`src/rtl/hazard_scoreboard.sv`:
```
// Register scoreboard with multi-cycle latency countdown, pipeline stall/flush control,
// EX-stage forwarding select and stall watchdog. Define HAZARD_PERF_CNT_EN for perf counters.
`timescale 1ns/1ps
module hazard_scoreboard #(
  parameter int FWD_STAGES  = 2,
  parameter int LAT_W       = 4,
  parameter int STALL_LIMIT = 64
) (
  input  logic                              clk,
  input  logic                              rst,
  input  logic                              id_valid,
  input  logic [4:0]                        id_rs1,
  input  logic [4:0]                        id_rs2,
  input  logic                              id_use_rs1,
  input  logic                              id_use_rs2,
  input  logic                              iss_valid,
  input  logic [4:0]                        iss_rd,
  input  logic [LAT_W-1:0]                  iss_lat,
  input  logic [FWD_STAGES-1:0]             fwd_valid,
  input  logic [FWD_STAGES*5-1:0]           fwd_rd,
  input  logic                              wb_valid,
  input  logic [4:0]                        wb_rd,
  input  logic                              branch_mispredict,
  input  logic                              ext_busy,
  output logic [$clog2(FWD_STAGES+1)-1:0]   fwd_sel_rs1,
  output logic [$clog2(FWD_STAGES+1)-1:0]   fwd_sel_rs2,
  output logic                              stall_if,
  output logic                              stall_id,
  output logic                              stall_ex,
  output logic                              flush_id,
  output logic                              flush_ex,
  output logic                              stall_timeout,
  output logic [31:0]                       perf_stall_cycles,
  output logic [31:0]                       perf_flushes
);

  localparam int SEL_W = $clog2(FWD_STAGES + 1);
  localparam int WD_W  = $clog2(STALL_LIMIT + 1);
  localparam logic [LAT_W-1:0] CNT_ONE = LAT_W'(1);
  localparam logic [WD_W-1:0]  WD_MAX  = WD_W'(STALL_LIMIT);
  localparam logic [WD_W-1:0]  WD_ONE  = WD_W'(1);

  logic [31:0]      pend_q, pend_d;
  logic [LAT_W-1:0] cnt_q [32];
  logic [LAT_W-1:0] cnt_d [32];
  logic [4:0]       ex_rs1_q, ex_rs1_d;
  logic [4:0]       ex_rs2_q, ex_rs2_d;
  logic [WD_W-1:0]  wd_q, wd_d;
  logic             haz_rs1, haz_rs2, hazard;
  logic             found1, found2;

  // A source is hazardous while its producer is still counting down, including
  // a producer issuing this very cycle with nonzero latency.
  always_comb begin
    haz_rs1 = id_valid && id_use_rs1 && (id_rs1 != 5'd0) &&
              ((pend_q[id_rs1] && (cnt_q[id_rs1] != '0)) ||
               (iss_valid && (iss_rd == id_rs1) && (iss_lat != '0)));
    haz_rs2 = id_valid && id_use_rs2 && (id_rs2 != 5'd0) &&
              ((pend_q[id_rs2] && (cnt_q[id_rs2] != '0)) ||
               (iss_valid && (iss_rd == id_rs2) && (iss_lat != '0)));
    hazard  = haz_rs1 || haz_rs2;
  end

  // Priority: mispredict flush > external busy stall > hazard bubble.
  always_comb begin
    stall_if = 1'b0;
    stall_id = 1'b0;
    stall_ex = 1'b0;
    flush_id = 1'b0;
    flush_ex = 1'b0;
    if (branch_mispredict) begin
      flush_id = 1'b1;
      flush_ex = 1'b1;
    end else if (ext_busy) begin
      stall_if = 1'b1;
      stall_id = 1'b1;
      stall_ex = 1'b1;
    end else if (hazard) begin
      stall_if = 1'b1;
      stall_id = 1'b1;
      flush_ex = 1'b1;
    end
  end

  always_comb begin
    pend_d = pend_q;
    cnt_d  = cnt_q;
    for (int unsigned r = 1; r < 32; r++) begin
      if (cnt_q[r] != '0) cnt_d[r] = cnt_q[r] - CNT_ONE;
    end
    if (wb_valid && (wb_rd != 5'd0)) pend_d[wb_rd] = 1'b0;
    // Applied after the writeback clear so a same-register issue wins.
    if (iss_valid && (iss_rd != 5'd0)) begin
      pend_d[iss_rd] = 1'b1;
      cnt_d[iss_rd]  = iss_lat;
    end
    pend_d[0] = 1'b0;
    cnt_d[0]  = '0;
  end

  always_comb begin
    ex_rs1_d = ex_rs1_q;
    ex_rs2_d = ex_rs2_q;
    if (flush_ex) begin
      ex_rs1_d = '0;
      ex_rs2_d = '0;
    end else if (!stall_ex) begin
      ex_rs1_d = id_use_rs1 ? id_rs1 : '0;
      ex_rs2_d = id_use_rs2 ? id_rs2 : '0;
    end
  end

  always_comb begin
    fwd_sel_rs1 = '0;
    fwd_sel_rs2 = '0;
    found1      = 1'b0;
    found2      = 1'b0;
    for (int unsigned k = 0; k < FWD_STAGES; k++) begin
      if (!found1 && fwd_valid[k] && (fwd_rd[k*5 +: 5] == ex_rs1_q) && (ex_rs1_q != 5'd0)) begin
        fwd_sel_rs1 = SEL_W'(k + 1);
        found1      = 1'b1;
      end
      if (!found2 && fwd_valid[k] && (fwd_rd[k*5 +: 5] == ex_rs2_q) && (ex_rs2_q != 5'd0)) begin
        fwd_sel_rs2 = SEL_W'(k + 1);
        found2      = 1'b1;
      end
    end
  end

  always_comb begin
    wd_d = '0;
    if (stall_id) wd_d = (wd_q >= WD_MAX) ? wd_q : wd_q + WD_ONE;
    stall_timeout = (wd_q >= WD_MAX);
  end

  always_ff @(posedge clk) begin
    if (rst) begin
      pend_q   <= '0;
      cnt_q    <= '{default: '0};
      ex_rs1_q <= '0;
      ex_rs2_q <= '0;
      wd_q     <= '0;
    end else begin
      pend_q   <= pend_d;
      cnt_q    <= cnt_d;
      ex_rs1_q <= ex_rs1_d;
      ex_rs2_q <= ex_rs2_d;
      wd_q     <= wd_d;
    end
  end

`ifdef HAZARD_PERF_CNT_EN
  logic [31:0] perf_stall_q, perf_stall_d;
  logic [31:0] perf_flush_q, perf_flush_d;

  always_comb begin
    perf_stall_d = perf_stall_q + 32'(stall_id);
    perf_flush_d = perf_flush_q + 32'(branch_mispredict);
  end

  always_ff @(posedge clk) begin
    if (rst) begin
      perf_stall_q <= '0;
      perf_flush_q <= '0;
    end else begin
      perf_stall_q <= perf_stall_d;
      perf_flush_q <= perf_flush_d;
    end
  end

  assign perf_stall_cycles = perf_stall_q;
  assign perf_flushes      = perf_flush_q;
`else
  assign perf_stall_cycles = '0;
  assign perf_flushes      = '0;
`endif

endmodule

```
`config.mk`:
```
export PLATFORM = sky130hd
export DESIGN_NAME = hazard_scoreboard
export DESIGN_NICKNAME = d
export VERILOG_FILES = /design/src/rtl/hazard_scoreboard.sv
export SDC_FILE = /design/constraint.sdc
export NUM_CORES = 1
export LEC_CHECK = 0
export BUFFER_PORTS_ARGS = -buffer_cell sky130_fd_sc_hd__buf_4
export CAP_MARGIN = 10
export CORE_AREA = 5 5 152 154
export CTS_BUF_LIST = sky130_fd_sc_hd__clkbuf_8
export CTS_CLUSTER_SIZE = 20
export DETAILED_ROUTE_END_ITERATION = 16
export DIE_AREA = 0 0 157 159
export GPL_TIMING_DRIVEN = 0
export PLACE_DENSITY = 0.68
export RECOVER_POWER = 100
export SKIP_LAST_GASP = 1
export SLEW_MARGIN = 40
export SYNTH_ARGS = -nofsm -noshare
export SYNTH_HDL_FRONTEND = slang
export SYNTH_SLANG_ARGS = --single-unit
```
`constraint.sdc`:
```
create_clock -name clk -period 5.45 [get_ports clk]
set_input_delay 0.2725 -clock clk [delete_from_list [all_inputs] [get_ports clk]]
set_output_delay 0.2725 -clock clk [all_outputs]
set_load 0.02 [all_outputs]
```
Yosys cells after proc, flatten, opt, wreduce, memory -nomap -nowiden

Cells that the tools add are included.

Latch bits: 0
Input bits: 45
Bits in read-only memories: 0
RAM bits: 0
Memories kept: 0
Flip-flop bits (word level): 173
Word-level logic and storage cells: 233

$lt $le $gt $ge: 11
Bitwise logic cells: 7
Div/mod/pow operators: 0
Add/sub/neg operators: 32
$mul: 0
Equal/unequal tests: 6
Reductions and logical operators: 74
Multiplexer cells: 67
Shift operators: 0

Operator list:

| operator                                                           | number |
|---|---|
| 2-to-1 mux 4 bit                                                   | 36 |
| nonzero test 4 bit                                                 | 34 |
| bitwise mux 128 bit                                                | 1 |
| 2-to-1 mux 124 bit                                                 | 1 |
| subtractor 4 x 1 -> 4 bit (second input constant)                  | 31 |
| 2-to-1 mux 32 bit                                                  | 2 |
| binary-select mux 4 bit (select 5 bit)                             | 2 |
| AND 32 bit                                                         | 1 |
| inverter 32 bit                                                    | 1 |
| bitwise OR 32 bit                                                  | 1 |
| == test 5 bit                                                      | 6 |
| nonzero test 5 bit                                                 | 6 |
| logical AND 1 bit                                                  | 27 |
| less-than comparator 5 x 6 -> 1 bit (second input constant)        | 4 |
| demux 4 bit (select 5 bit)                                         | 1 |
| greater-or-equal comparator 6 bit (second input constant)          | 3 |
| inverter 5 -> 6 bit                                                | 3 |
| 2-to-1 mux 1 bit                                                   | 16 |
| binary-select mux 1 bit (select 5 bit)                             | 2 |
| demux 1 bit (select 5 bit)                                         | 2 |
| greater-or-equal comparator 5 x 1 -> 1 bit (second input constant) | 2 |
| 2-to-1 mux 5 bit                                                   | 2 |
| adder 7 x 1 -> 7 bit (second input constant)                       | 1 |
| greater-or-equal comparator 7 bit (second input constant)          | 1 |
| other kinds (6)                                                    | 11 |

Longest topological paths before layout

Depth after elaboration: 14
Depth in mapped cells: 11

Least setup slack after synthesis

OpenSTA, ideal clock, no wires.

Path type: register to output
Start point: register cnt_q[105] in the netlist's numbering
End point: output port stall_if
Slack: 2673 ps
Data arrival time: 2504 ps
Required time: 5178 ps
Cell stages (with the launch flop): 9
Path through: dfxtp_1 > or4_1 > nand3_1 > a211oi_1 > or4_1 > and3_4 > a211oi_2 > a21oi_1 > buf_4

Cells in the longest elaborated chain, start to end: 11
Elaborated cells between the ends (all ways): 18
Classes of those cells: mux: 9; reduce/logical: 9

Ends and longest elaborated chain:

| item                                                             | RTL line | source |
|---|---|---|
| from (decl)                                                      | 44       | `logic [LAT_W-1:0] cnt_q [32];` |
| from (signal assigned)                                           | 145      | `cnt_q <= cnt_d;` |
| binary-select mux 4 bit (select 5 bit), on equally long branches | 56, 59   |  |
| 2-to-1 mux 4 bit, on equally long branches (2 in series)         | 56, 59   |  |
| nonzero test 4 bit, on equally long branches                     | 56, 59   |  |
| logical AND 1 bit, on equally long branches                      | 56, 59   |  |
| logical OR 1 bit, on equally long branches                       | 56, 59   |  |
| logical AND 1 bit, on equally long branches                      | 55, 58   |  |
| logical OR 1 bit *                                               | 61       | `hazard = haz_rs1 \|\| haz_rs2;` |
| 2-to-1 mux 1 bit * (3 in series)                                 | --       |  |
| to (decl)                                                        | 27       | `output logic stall_if,` |

Mark *: on every way between the ends. The rest lies on a longest branch, timed or not. The select of a mux whose other input is x is not followed.

Worst setup path in the final report

Start point: register cnt_q[48] in the netlist's numbering
End point: output port stall_if

Cells in the longest elaborated chain, start to end: 11
Elaborated cells between the ends (all ways): 18
Classes of those cells: mux: 9; reduce/logical: 9

Ends and longest elaborated chain:

| item                                                             | RTL line | source |
|---|---|---|
| binary-select mux 4 bit (select 5 bit), on equally long branches | 56, 59   |  |
| 2-to-1 mux 4 bit, on equally long branches (2 in series)         | 56, 59   |  |
| nonzero test 4 bit, on equally long branches                     | 56, 59   |  |
| logical AND 1 bit, on equally long branches                      | 56, 59   |  |
| logical OR 1 bit, on equally long branches                       | 56, 59   |  |
| logical AND 1 bit, on equally long branches                      | 55, 58   |  |
| logical OR 1 bit *                                               | 61       |  |
| 2-to-1 mux 1 bit *                                               | 78       | `end else if (hazard) begin` |
| 2-to-1 mux 1 bit *                                               | 74       | `end else if (ext_busy) begin` |
| 2-to-1 mux 1 bit *                                               | 71       | `if (branch_mispredict) begin` |

Marked as above.

==> flow_summary.ini <==
[layout]
syn_to_final_growth_pct = 11.59
final_nets = 1629
final_area_mm2 = 0.01213
multi_input_area_mm2 = 0.006570
drive_above_1_share_pct = 10.62
area.sequential_mm2 = 0.003443
fill_cells = 2126

[setup_path]
worstPathArrival_ns = 3.53
startpoint_type = register
worstRegToRegCells = 8
end_kind = output pin
crit_start = cnt_q[48]
endpoint = stall_if
r2r-start = cnt_q[48]
r2r_end = ex_rs2_q[4]
worstPathRequired_ns = 5.18
worstSetupPathType = reg2out
rrSetupSlack_ns = 2.60
crit_fanout = 8

[drt]
routed-via-count = 10638
drt_iter0_markers = 988
drtPass1Iterations = 8
routed-wl-met3_mm = 3.202
highest_layer = met4
drt_wl_total_mm = 33.22
drc = 0
drt-vias-per-instance = 5.769
wl_met1_mm = 14.23
wl_met2_mm = 14.89
ant_nets = 0
post_drt_wl_per_cell_um = 18.02

[yosys]
yosysTopAreaCell = dfxtp_1
syn_area_mm2 = 0.01087
synth_top_area_share_pct = 31.69
synth_edf_count = 0
yosys_warnings = 0
avgSynthCellArea_um2 = 7.636
netlist_top_cells_count = dfxtp_1, nand2_1, nor2_1, a21oi_1, inv_1
synth_async_sr_flop_share_pct = 0
netlist_top_cells_area = dfxtp_1, a21oi_1, nand2_1
syn_inst = 1423
yosys_most_used_dff = dfxtp_1
synthDistinctLibCells = 56
ys_seq_area_share_pct = 31.69
synth_seq_cells = 172
synth_most_common_cell = dfxtp_1

[place]
portBuffers = 46
routabilityCongestion = 0.9713
pre_cts_ws_ns = 2.074
dp_hpwl_mm = 24.32
place_area_mm2 = 0.01180

[sta]
slew_viol_final = 0
period_minus_slack_ns = 3.801
tightest_slew_ns = 0.8818
fmax_ghz = 0.2631
worst_slack_ns = 1.649
setup_viol_count_final = 0
hold_viol_final = 0
setup_tns_ns = 0
fin_skew_ns = 0.01212
slew_headroom_pct = 41.21
period_share_pct = 69.74
rsz0062_at_grt = no

[global_routing]
grt_max_degree = 17
grt_pass1_wl_mm = 51.07
grt.overflow.total = 0
grt_pass1_vias = 9362
grtUsageTotal_pct = 25.82
antenna_found_initial = 0

[floorplanning]
row_count = 54
fp.dieH_um = 159
core-area_mm2 = 0.02155
initial_utilization_pct = 50.42
die_w_um = 157
io_pins = 119
dieArea_mm2 = 0.02496

[cts]
ctsHoldBuffers = 0
clk_latency_ns = 0.48
cts_buffer_depth = 2
ctsResizeCount = 0
root_buffer = clkbuf_8
cts_tree = done
cts_setup_buffers = 0
cts_buffers = 17
clkTransAtPathRegs_ns = 0.09
clock-sinks = 172
cts.htree.levels = 4

[hold_path]
min_path_type = in2reg

[pwr]
swShare_pct = 40.41
peakVddDrop_v = 0.0002821
pwr-share-clk_pct = 17.3
p_comb_share_pct = 46.5
p_sw_mw = 2.190
power_leakage_nw = 4.639
p_total_mw = 5.420
p_per_area_mw_per_mm2 = 447.0
p_int_mw = 3.230
p_seq_share_pct = 36.2

[status]
status = finished, final reports clean

[job]
drv_cap = 0
-- registers in the layout, indices dropped and copies added (netlist names) --
name      count
cnt_q       124
ex_rs1_q      5
ex_rs2_q      5
pend_q       31
wd_q          7
-- placed cells by master, fill, tap and decap left out, types with 42 or more instances in the layout --
cell      synthesis  final
a211oi_1         62     62
conb_1            1     64
xnor2_1          53     53
clkbuf_1         49     62
nand3_1          54     54
nand2_1         150    150
dfxtp_1         172    172
o21ai_0          54     54
buf_4            68    104
a21oi_1         133    133
inv_1            75     76
nor2_1          147    147
nand2b_1         42     42
nor3_1           52     52
-- logic make-up after synthesis --
kind of cell               Yosys count  share of synthesized area (%)
AOI/OAI and AO/OA                  334                          19.31
and+or+nand+nor                    590                          27.17
DFF                                172                          31.69
muxes                               18                          2.936
buffers and inverters              209                          9.741
adders and majority gates           33                          3.800
xor gates and xnor gates            66                          5.320
other                                1                        0.03451
-- metrics by stage --
step,hold slack [ns],cells,util (%)
2_1_floorplan,0.4182,1486,-
3_3_place_gp,0.4731,1812,54.74
3_5_place_dp,0.4731,1812,54.74
4_1_cts,0.07532,1843,56.57
5_1_grt,0.07667,1843,56.25
6_report,0.08623,1844,56.26
-- how the worst min path moves through the flow --
stage	start	to	slack (ns)	cells after the start
after detailed placement	pend_q[20]	pend_q[20]	0.47	2
after global routing	iss_lat[0]	cnt_q[96]	0.08	3
after floorplan	branch_mispredict	wd_q[0]	0.42	3
final	branch_mispredict	wd_q[0]	0.09	4
after CTS	iss_lat[0]	cnt_q[96]	0.08	3
after global placement	pend_q[11]	pend_q[11]	0.47	2
-- power groups by stage --
stage	combinational [mW]	sequential (mW)	clock (mW)
after floorplan	2.05	1.89	0
after global placement	2.44	1.97	0
after detailed placement	2.49	1.97	0
after CTS	2.51	1.95	0.950
after global routing	2.84	2.02	0.997
final	2.52	1.96	0.940
-- routing by layer --
metal | vias to the layer above | track usage, %
li1 | 5214 | -
met1 | 4924 | 35.07
met2 | 441 | 40.07
met3 | 59 | 6.524
met4 | 0 | 8.639
met5 | - | 0
-- critical path, cell delays in order, from the launching register on --
cell and delay (ns):
dfxtp_1 0.34, nor4_1 0.55, o32ai_1 0.20, o22ai_1 0.28, nor3_1 0.08, or3_1 0.44, a21oi_1 0.61, a21oi_1 0.20
buf_4 0.18, clkbuf_1 0.16
-- area by class of cell --
| type | count | area share (%) |
|---|---|---|
| tap | 280 | 2.889 |
| inverter | 77 | 2.383 |
| clock inverter | 11 | 0.9802 |
| timing repair buffer | 46 | 2.538 |
| buffer | 132 | 6.345 |
| multi-input combinational | 1105 | 54.18 |
| clock buffer | 20 | 2.270 |
| antenna | 1 | 0.02064 |
| sequential | 172 | 28.39 |
(Power assumes the default switching activity.)
